## src/rtl/qea_host_ctrl.sv

```systemverilog
// Host-side sequencer for the QEA core: loads gate context and packed state rows,
// starts the core, times its execution and streams the resulting state back out.
module qea_host_ctrl #(
    parameter int PE_NUM                  = 4,
    parameter int STATE_DATA_WIDTH        = 64,
    parameter int STATE_ADDR_WIDTH        = 16,
    parameter int GATE_CONTEXT_DATA_WIDTH = 64,
    parameter int GATE_CONTEXT_ADDR_WIDTH = 16,
    parameter int MAX_QBIT_WIDTH          = 6,
    parameter int RD_LATENCY              = 1
) (
    input  logic                                 clk,
    input  logic                                 rst,
    input  logic                                 i_cfg_valid,
    input  logic [GATE_CONTEXT_ADDR_WIDTH-1:0]   i_ins_num,
    input  logic [MAX_QBIT_WIDTH-1:0]            i_qbit_num,
    input  logic                                 i_s_valid,
    output logic                                 o_s_ready,
    input  logic [63:0]                          i_s_data,
    output logic                                 o_m_valid,
    input  logic                                 i_m_ready,
    output logic [63:0]                          o_m_data,
    output logic                                 o_ctx_en,
    output logic                                 o_ctx_wea,
    output logic [GATE_CONTEXT_ADDR_WIDTH-1:0]   o_ctx_addr,
    output logic [GATE_CONTEXT_DATA_WIDTH-1:0]   o_ctx_data,
    output logic                                 o_state_ena,
    output logic                                 o_state_wea,
    output logic [STATE_ADDR_WIDTH-1:0]          o_state_addra,
    output logic [PE_NUM*STATE_DATA_WIDTH-1:0]   o_state_dina,
    output logic [MAX_QBIT_WIDTH-1:0]            o_qbit_num,
    output logic                                 o_start,
    input  logic                                 i_complete,
    input  logic [PE_NUM*STATE_DATA_WIDTH-1:0]   i_state_dout,
    output logic                                 o_busy,
    output logic                                 o_done,
    output logic                                 o_err,
    output logic [31:0]                          o_exec_cycles
);
    localparam int SDW = STATE_DATA_WIDTH;
    localparam int RW  = PE_NUM * SDW;
    localparam int BW  = (PE_NUM > 1) ? $clog2(PE_NUM) : 1;
    localparam int LW  = (RD_LATENCY > 1) ? $clog2(RD_LATENCY) : 1;

    typedef enum logic [2:0] {IDLE, LD_CTX, LD_STATE, START, RUN, RD_REQ, RD_WAIT, RD_OUT} state_t;

    state_t                         state_q;
    logic [GATE_CONTEXT_ADDR_WIDTH-1:0] ins_num_q, ctx_idx_q, ctx_addr_q;
    logic [STATE_ADDR_WIDTH-1:0]    last_row_q, row_idx_q, st_addr_q;
    logic [BW-1:0]                  beat_q;
    logic [LW-1:0]                  lat_q;
    logic [RW-1:0]                  pack_q, shift_q, st_din_q;
    logic [GATE_CONTEXT_DATA_WIDTH-1:0] ctx_data_q;
    logic [63:0]                    m_data_q;
    logic [MAX_QBIT_WIDTH-1:0]      qbit_q;
    logic [31:0]                    exec_q;
    logic                           first_run_q, s_ready_q, m_valid_q, ctx_en_q;
    logic                           st_ena_q, st_wea_q, start_q, busy_q, done_q, err_q;

    logic                           s_acc, m_acc, cfg_bad_d;
    logic [MAX_QBIT_WIDTH-1:0]      qm2_d;
    logic [STATE_ADDR_WIDTH:0]      rows_d;
    logic [RW-1:0]                  row_d, sh_next_d;
    logic [31:0]                    exec_d;

    assign s_acc     = i_s_valid && s_ready_q;
    assign m_acc     = m_valid_q && i_m_ready;
    assign cfg_bad_d = (i_qbit_num < MAX_QBIT_WIDTH'(2)) ||
                       (i_qbit_num > MAX_QBIT_WIDTH'(STATE_ADDR_WIDTH + 2));
    assign qm2_d     = i_qbit_num - MAX_QBIT_WIDTH'(2);
    assign rows_d    = {{STATE_ADDR_WIDTH{1'b0}}, 1'b1} << qm2_d;
    // New beat enters the low slice, so the first beat of a row ends up on top.
    assign row_d     = RW'({pack_q, i_s_data});
    assign sh_next_d = shift_q << SDW;
    assign exec_d    = (exec_q == '1) ? exec_q : exec_q + 32'd1;

    always_ff @(posedge clk or posedge rst) begin
        if (rst) begin
            state_q <= IDLE;       ins_num_q <= '0;   ctx_idx_q <= '0;  ctx_addr_q <= '0;
            last_row_q <= '0;      row_idx_q <= '0;   st_addr_q <= '0;  beat_q <= '0;
            lat_q <= '0;           pack_q <= '0;      shift_q <= '0;    st_din_q <= '0;
            ctx_data_q <= '0;      m_data_q <= '0;    qbit_q <= '0;     exec_q <= '0;
            first_run_q <= 1'b0;   s_ready_q <= 1'b0; m_valid_q <= 1'b0; ctx_en_q <= 1'b0;
            st_ena_q <= 1'b0;      st_wea_q <= 1'b0;  start_q <= 1'b0;  busy_q <= 1'b0;
            done_q <= 1'b0;        err_q <= 1'b0;
        end else begin
            ctx_en_q <= 1'b0;
            st_ena_q <= 1'b0;
            st_wea_q <= 1'b0;
            start_q  <= 1'b0;
            done_q   <= 1'b0;
            err_q    <= 1'b0;
            case (state_q)
                IDLE: if (i_cfg_valid) begin
                    if (cfg_bad_d) begin
                        err_q <= 1'b1;
                    end else begin
                        ins_num_q  <= i_ins_num;
                        qbit_q     <= i_qbit_num;
                        last_row_q <= STATE_ADDR_WIDTH'(rows_d - 1'b1);
                        ctx_idx_q  <= '0;
                        row_idx_q  <= '0;
                        beat_q     <= '0;
                        busy_q     <= 1'b1;
                        s_ready_q  <= 1'b1;
                        state_q    <= (i_ins_num == '0) ? LD_STATE : LD_CTX;
                    end
                end
                LD_CTX: if (s_acc) begin
                    ctx_en_q   <= 1'b1;
                    ctx_addr_q <= ctx_idx_q;
                    ctx_data_q <= i_s_data;
                    ctx_idx_q  <= ctx_idx_q + 1'b1;
                    if (ctx_idx_q == ins_num_q - 1'b1) state_q <= LD_STATE;
                end
                LD_STATE: if (s_acc) begin
                    pack_q <= row_d;
                    beat_q <= beat_q + 1'b1;
                    if (beat_q == BW'(PE_NUM - 1)) begin
                        beat_q    <= '0;
                        st_ena_q  <= 1'b1;
                        st_wea_q  <= 1'b1;
                        st_din_q  <= row_d;
                        st_addr_q <= row_idx_q;
                        row_idx_q <= row_idx_q + 1'b1;
                        if (row_idx_q == last_row_q) begin
                            row_idx_q <= '0;
                            s_ready_q <= 1'b0;
                            start_q   <= 1'b1;
                            exec_q    <= '0;
                            state_q   <= START;
                        end
                    end
                end
                START: begin
                    exec_q      <= exec_d;
                    first_run_q <= 1'b1;
                    state_q     <= RUN;
                end
                RUN: begin
                    first_run_q <= 1'b0;
                    // A completion level left over from a previous job is ignored in the first RUN cycle.
                    if (!first_run_q && i_complete) begin
                        st_ena_q  <= 1'b1;
                        st_addr_q <= row_idx_q;
                        state_q   <= RD_REQ;
                    end else begin
                        exec_q <= exec_d;
                    end
                end
                RD_REQ: begin
                    lat_q   <= '0;
                    state_q <= RD_WAIT;
                end
                RD_WAIT: if (lat_q == LW'(RD_LATENCY - 1)) begin
                    shift_q   <= i_state_dout;
                    m_data_q  <= i_state_dout[RW-1 -: 64];
                    m_valid_q <= 1'b1;
                    beat_q    <= '0;
                    state_q   <= RD_OUT;
                end else begin
                    lat_q <= lat_q + 1'b1;
                end
                RD_OUT: if (m_acc) begin
                    if (beat_q == BW'(PE_NUM - 1)) begin
                        m_valid_q <= 1'b0;
                        if (row_idx_q == last_row_q) begin
                            done_q  <= 1'b1;
                            busy_q  <= 1'b0;
                            state_q <= IDLE;
                        end else begin
                            row_idx_q <= row_idx_q + 1'b1;
                            st_ena_q  <= 1'b1;
                            st_addr_q <= row_idx_q + 1'b1;
                            state_q   <= RD_REQ;
                        end
                    end else begin
                        beat_q   <= beat_q + 1'b1;
                        shift_q  <= sh_next_d;
                        m_data_q <= sh_next_d[RW-1 -: 64];
                    end
                end
                default: state_q <= IDLE;
            endcase
        end
    end

    assign o_s_ready     = s_ready_q;
    assign o_m_valid     = m_valid_q;
    assign o_m_data      = m_data_q;
    assign o_ctx_en      = ctx_en_q;
    assign o_ctx_wea     = ctx_en_q;
    assign o_ctx_addr    = ctx_addr_q;
    assign o_ctx_data    = ctx_data_q;
    assign o_state_ena   = st_ena_q;
    assign o_state_wea   = st_wea_q;
    assign o_state_addra = st_addr_q;
    assign o_state_dina  = st_din_q;
    assign o_qbit_num    = qbit_q;
    assign o_start       = start_q;
    assign o_busy        = busy_q;
    assign o_done        = done_q;
    assign o_err         = err_q;
    assign o_exec_cycles = exec_q;
endmodule

```

## config.mk

```make
export PLATFORM = sky130hd
export DESIGN_NAME = qea_host_ctrl
export DESIGN_NICKNAME = d
export VERILOG_FILES = /design/src/rtl/qea_host_ctrl.sv
export SDC_FILE = /design/constraint.sdc
export NUM_CORES = 2
export LEC_CHECK = 0
export CAP_MARGIN = 20
export CORE_AREA = 3 3 312 314
export CTS_CLUSTER_SIZE = 40
export DETAILED_ROUTE_END_ITERATION = 7
export DIE_AREA = 0 0 315 317
export DONT_BUFFER_PORTS = 1
export PLACE_DENSITY_LB_ADDON = 0.08
export SYNTH_ARGS = -nofsm -noshare
export SYNTH_HDL_FRONTEND = slang
export SYNTH_SLANG_ARGS = --single-unit
```

## constraint.sdc

```tcl
create_clock -name clk -period 28.3 [get_ports clk]
set_input_delay 4.245 -clock clk [delete_from_list [all_inputs] [get_ports clk]]
set_output_delay 4.245 -clock clk [all_outputs]
set_load 0.01 [all_outputs]
```

==> reports/qor.yml <==
global_route:
  grt.total_usage_pct: 22.74
  top_usage_layer: "met2"
  grt_pass1_vias: 26460
  grt_first_pass_wirelength_mm: 173.3
  grt_max_degree: 248
  grt_use_met1_pct: 27.91
  antenna_found_initial: 18
  grt.overflow.total: 0
  gr-usage-met2_pct: 37.28
  use_met3_pct: 7.436
run_status:
  status: "finished clean"
cells_and_area:
  nFillCells: 9141
  drive_above_1_share_pct: 13.42
  nets: 3986
  fin_cells: 4990
  final_cell_mix: "1277 x nand2_1, 917 x dfrtp_1, 296 x nor2_1"
  final_core_util_pct: 44.59
  area_delta_synth_final_pct: 11.66
  mostFrequentLayoutCell: "nand2_1"
timing:
  fin_skew_ns: 0.02897
  fin_tns_setup_ns: 0
  final_hold_viol_count: 0
  slew_viol_final: 0
  min_period_ns: 7.369
  period_share_pct: 26.04
  rsz0062_at_grt: "no"
  max_freq_ghz: 0.1357
  fin_hold_ws_ns: 0.4539
  slew_headroom_pct: 14.38
  setup_viol: 0
  tightest_slew_ns: 1.284
clock_tree:
  htree_levels: 3
  tritoncts: "yes"
  clockBufferDepth: 3
  cts.repair.resized: 0
  clkSlewWorstSetupHoldPaths_ns: 0.06
  numCtsBuffers: 102
  cts_sinks: 917
  cts-root-buf: "clkbuf_16"
  clock_latency_ns: 0.68
  cts_setup_buffers: 0
  hold_buffers: 0
logic_synthesis:
  synth_top_area_cell: "dfrtp_1"
  ys_warn_count: 0
  synth_top_area_share_pct: 60.57
  synth_cell_types: 73
  synth_fa_ha_area_share_pct: 0.2642
  synth_top_family_by_area: "simple AND/OR/NAND/NOR gates"
  synth_compound_area_share_pct: 7.365
  ys_async_sr_fraction_pct: 100.0
  synth_area_per_cell_sq_um: 10.15
  synth-seq-area-share_pct: 60.57
  synth-xor-area-share_pct: 2.034
  netlist_area_sq_um: 37890
  synth.area.mux_share_pct: 8.227
  syn-num-nets: 4090
  synthCells: 3734
  synth_ff_type: "dfrtp_1"
  synth.area.top_cells: "dfrtp_1 61%, nand2_1 13%, mux2_2 8.1%"
  yosys.area_share.simple_pct: 18.78
  synth-edff-count: 0
  ys_ff_latch: 917
power_and_ir_drop:
  p_comb_share_pct: 21.5
  switchingPower_mw: 1.346
  p_per_area_nw_per_um2: 95.00
  switching_share_pct: 33.50
  p_seq_share_pct: 45.8
  peakVddDrop_mv: 0.07813
  p_leak_nw: 20.91
  pwr-share-clk_pct: 32.7
  internal_power_mw: 2.672
routing:
  routed_wirelength_mm: 117.0
  drtAntennaViolNets: 0
  first_pass_iters: 6
  num_vias: 26590
  drc: 0
  drt-initial-drc-count: 2175
  routedWlPerCell_um: 23.45
  viasPerCell: 5.328
worst_setup_path:
  critPathLaunch: "rst"
  worstSetupPathType: "input pin to asynchronous set/reset pin"
  cp.required_ns: 28.95
  ff2ff_setup_slack_ns: 23.85
  end_kind: "asynchronous set/reset pin"
  crit_fanout: 174
  cp.arrival_ns: 8.02
  critPathLaunchType: "input pin"
  regToRegStartpoint: "state_q[0]"
placement:
  port_buffers: 0
  hpwlAfterDp_mm: 82.92
  place_congestion: 0.8843
  numPlacedInstances: 4788
floorplan:
  die_w_um: 315
  fp.dieH_um: 317
  rows: 113
  core-area_sq_um: 94870
  start_util_pct: 39.93
  io_pins: 812
  dieArea_sq_um: 99860
hold_path:
  min_from: "pack_q[187]"
  hp-class: "flop to flop"
job:
  drv_cap: 0
-- sequential cells by signal, indices dropped and copies added, names as in the netlist, 2 cells and up --
name	cells
o_m_data	64
ins_num_q	16
o_exec_cycles	32
ctx_idx_q	16
beat_q	2
o_state_dina	256
state_q	3
last_row_q	16
shift_q	192
o_ctx_addr	16
row_idx_q	16
o_state_addra	16
o_qbit_num	6
pack_q	192
o_ctx_data	64
-- worst max-delay path, stage by stage --
cell and delay [ns]:
clkinvlp_4 0.41, buf_4 0.32, buf_16 0.32, buf_4 0.83, buf_12 0.69, buf_4 0.86
-- cell type report --
type	count	area, sq um	area share, %
Clock inverter	33	345.3	0.8163
Antenna cell	15	37.54	0.08873
Inverter	23	102.6	0.2425
Tap cell	1265	1583	3.741
Timing Repair Buffer	33	345.3	0.8163
Clock buffer	151	2987	7.060
Sequential cell	917	22950	54.24
Multi-Input combinational cell	2553	13960	32.99
-- stage by stage --
step / worst slack, ns / power (mW) / instance area [sq um]
floorplan: 11.44 / 2.463 / 37890
detailed placement: 19.77 / 2.727 / 38850
global route: 20.34 / 4.261 / 42290
finish: 20.93 / 4.019 / 42300
global placement: 19.88 / 2.704 / 38850
CTS: 20.51 / 4.061 / 42180
-- power by group through the flow --
stage	combinational (mW)	sequential, mW	clock [mW]
2_1_floorplan	0.692	1.77	0
3_3_place_gp	0.846	1.86	0
3_5_place_dp	0.863	1.86	0
4_1_cts	0.867	1.84	1.35
5_1_grt	0.982	1.87	1.40
6_report	0.866	1.84	1.31
-- kinds of logic after synthesis --
family                   count (synthesis)
AO/OA/AOI/OAI                          418
XOR/XNOR                                88
adder cells (fa/ha/maj)                  8
buffers and inverters                  264
flip-flops                             917
multiplexers                           277
AND/OR/NAND/NOR                       1762
-- cell usage after synthesis (22+ instances only) --
cell type	n
a22o_1	65
inv_1	22
a31oi_1	199
nand2_1	1279
xor2_1	47
nand3_1	45
clkbuf_1	198
dfrtp_1	917
o21ai_0	61
mux2_2	274
nor2_1	297
xnor2_1	41
-- path summary, 6_finish.rpt --
path,to,depth (start not counted)
setup / recovery,o_state_dina[206],6
hold / removal,o_state_dina[251],2
setup reg to reg,pack_q[170],6
hold reg to reg,o_state_dina[251],2
max in group clk,pack_q[170],5
min in group asynchronous,o_m_data[34],1
-- layer usage --
metal | wire, um | up-vias
li1 | - | 12240
met3 | 10060 | 177
met5 | 51 | -
met2 | 57010 | 832
met1 | 45950 | 13330
met4 | 3936 | 8
No activity file was read; power rests on OpenSTA's default activity.
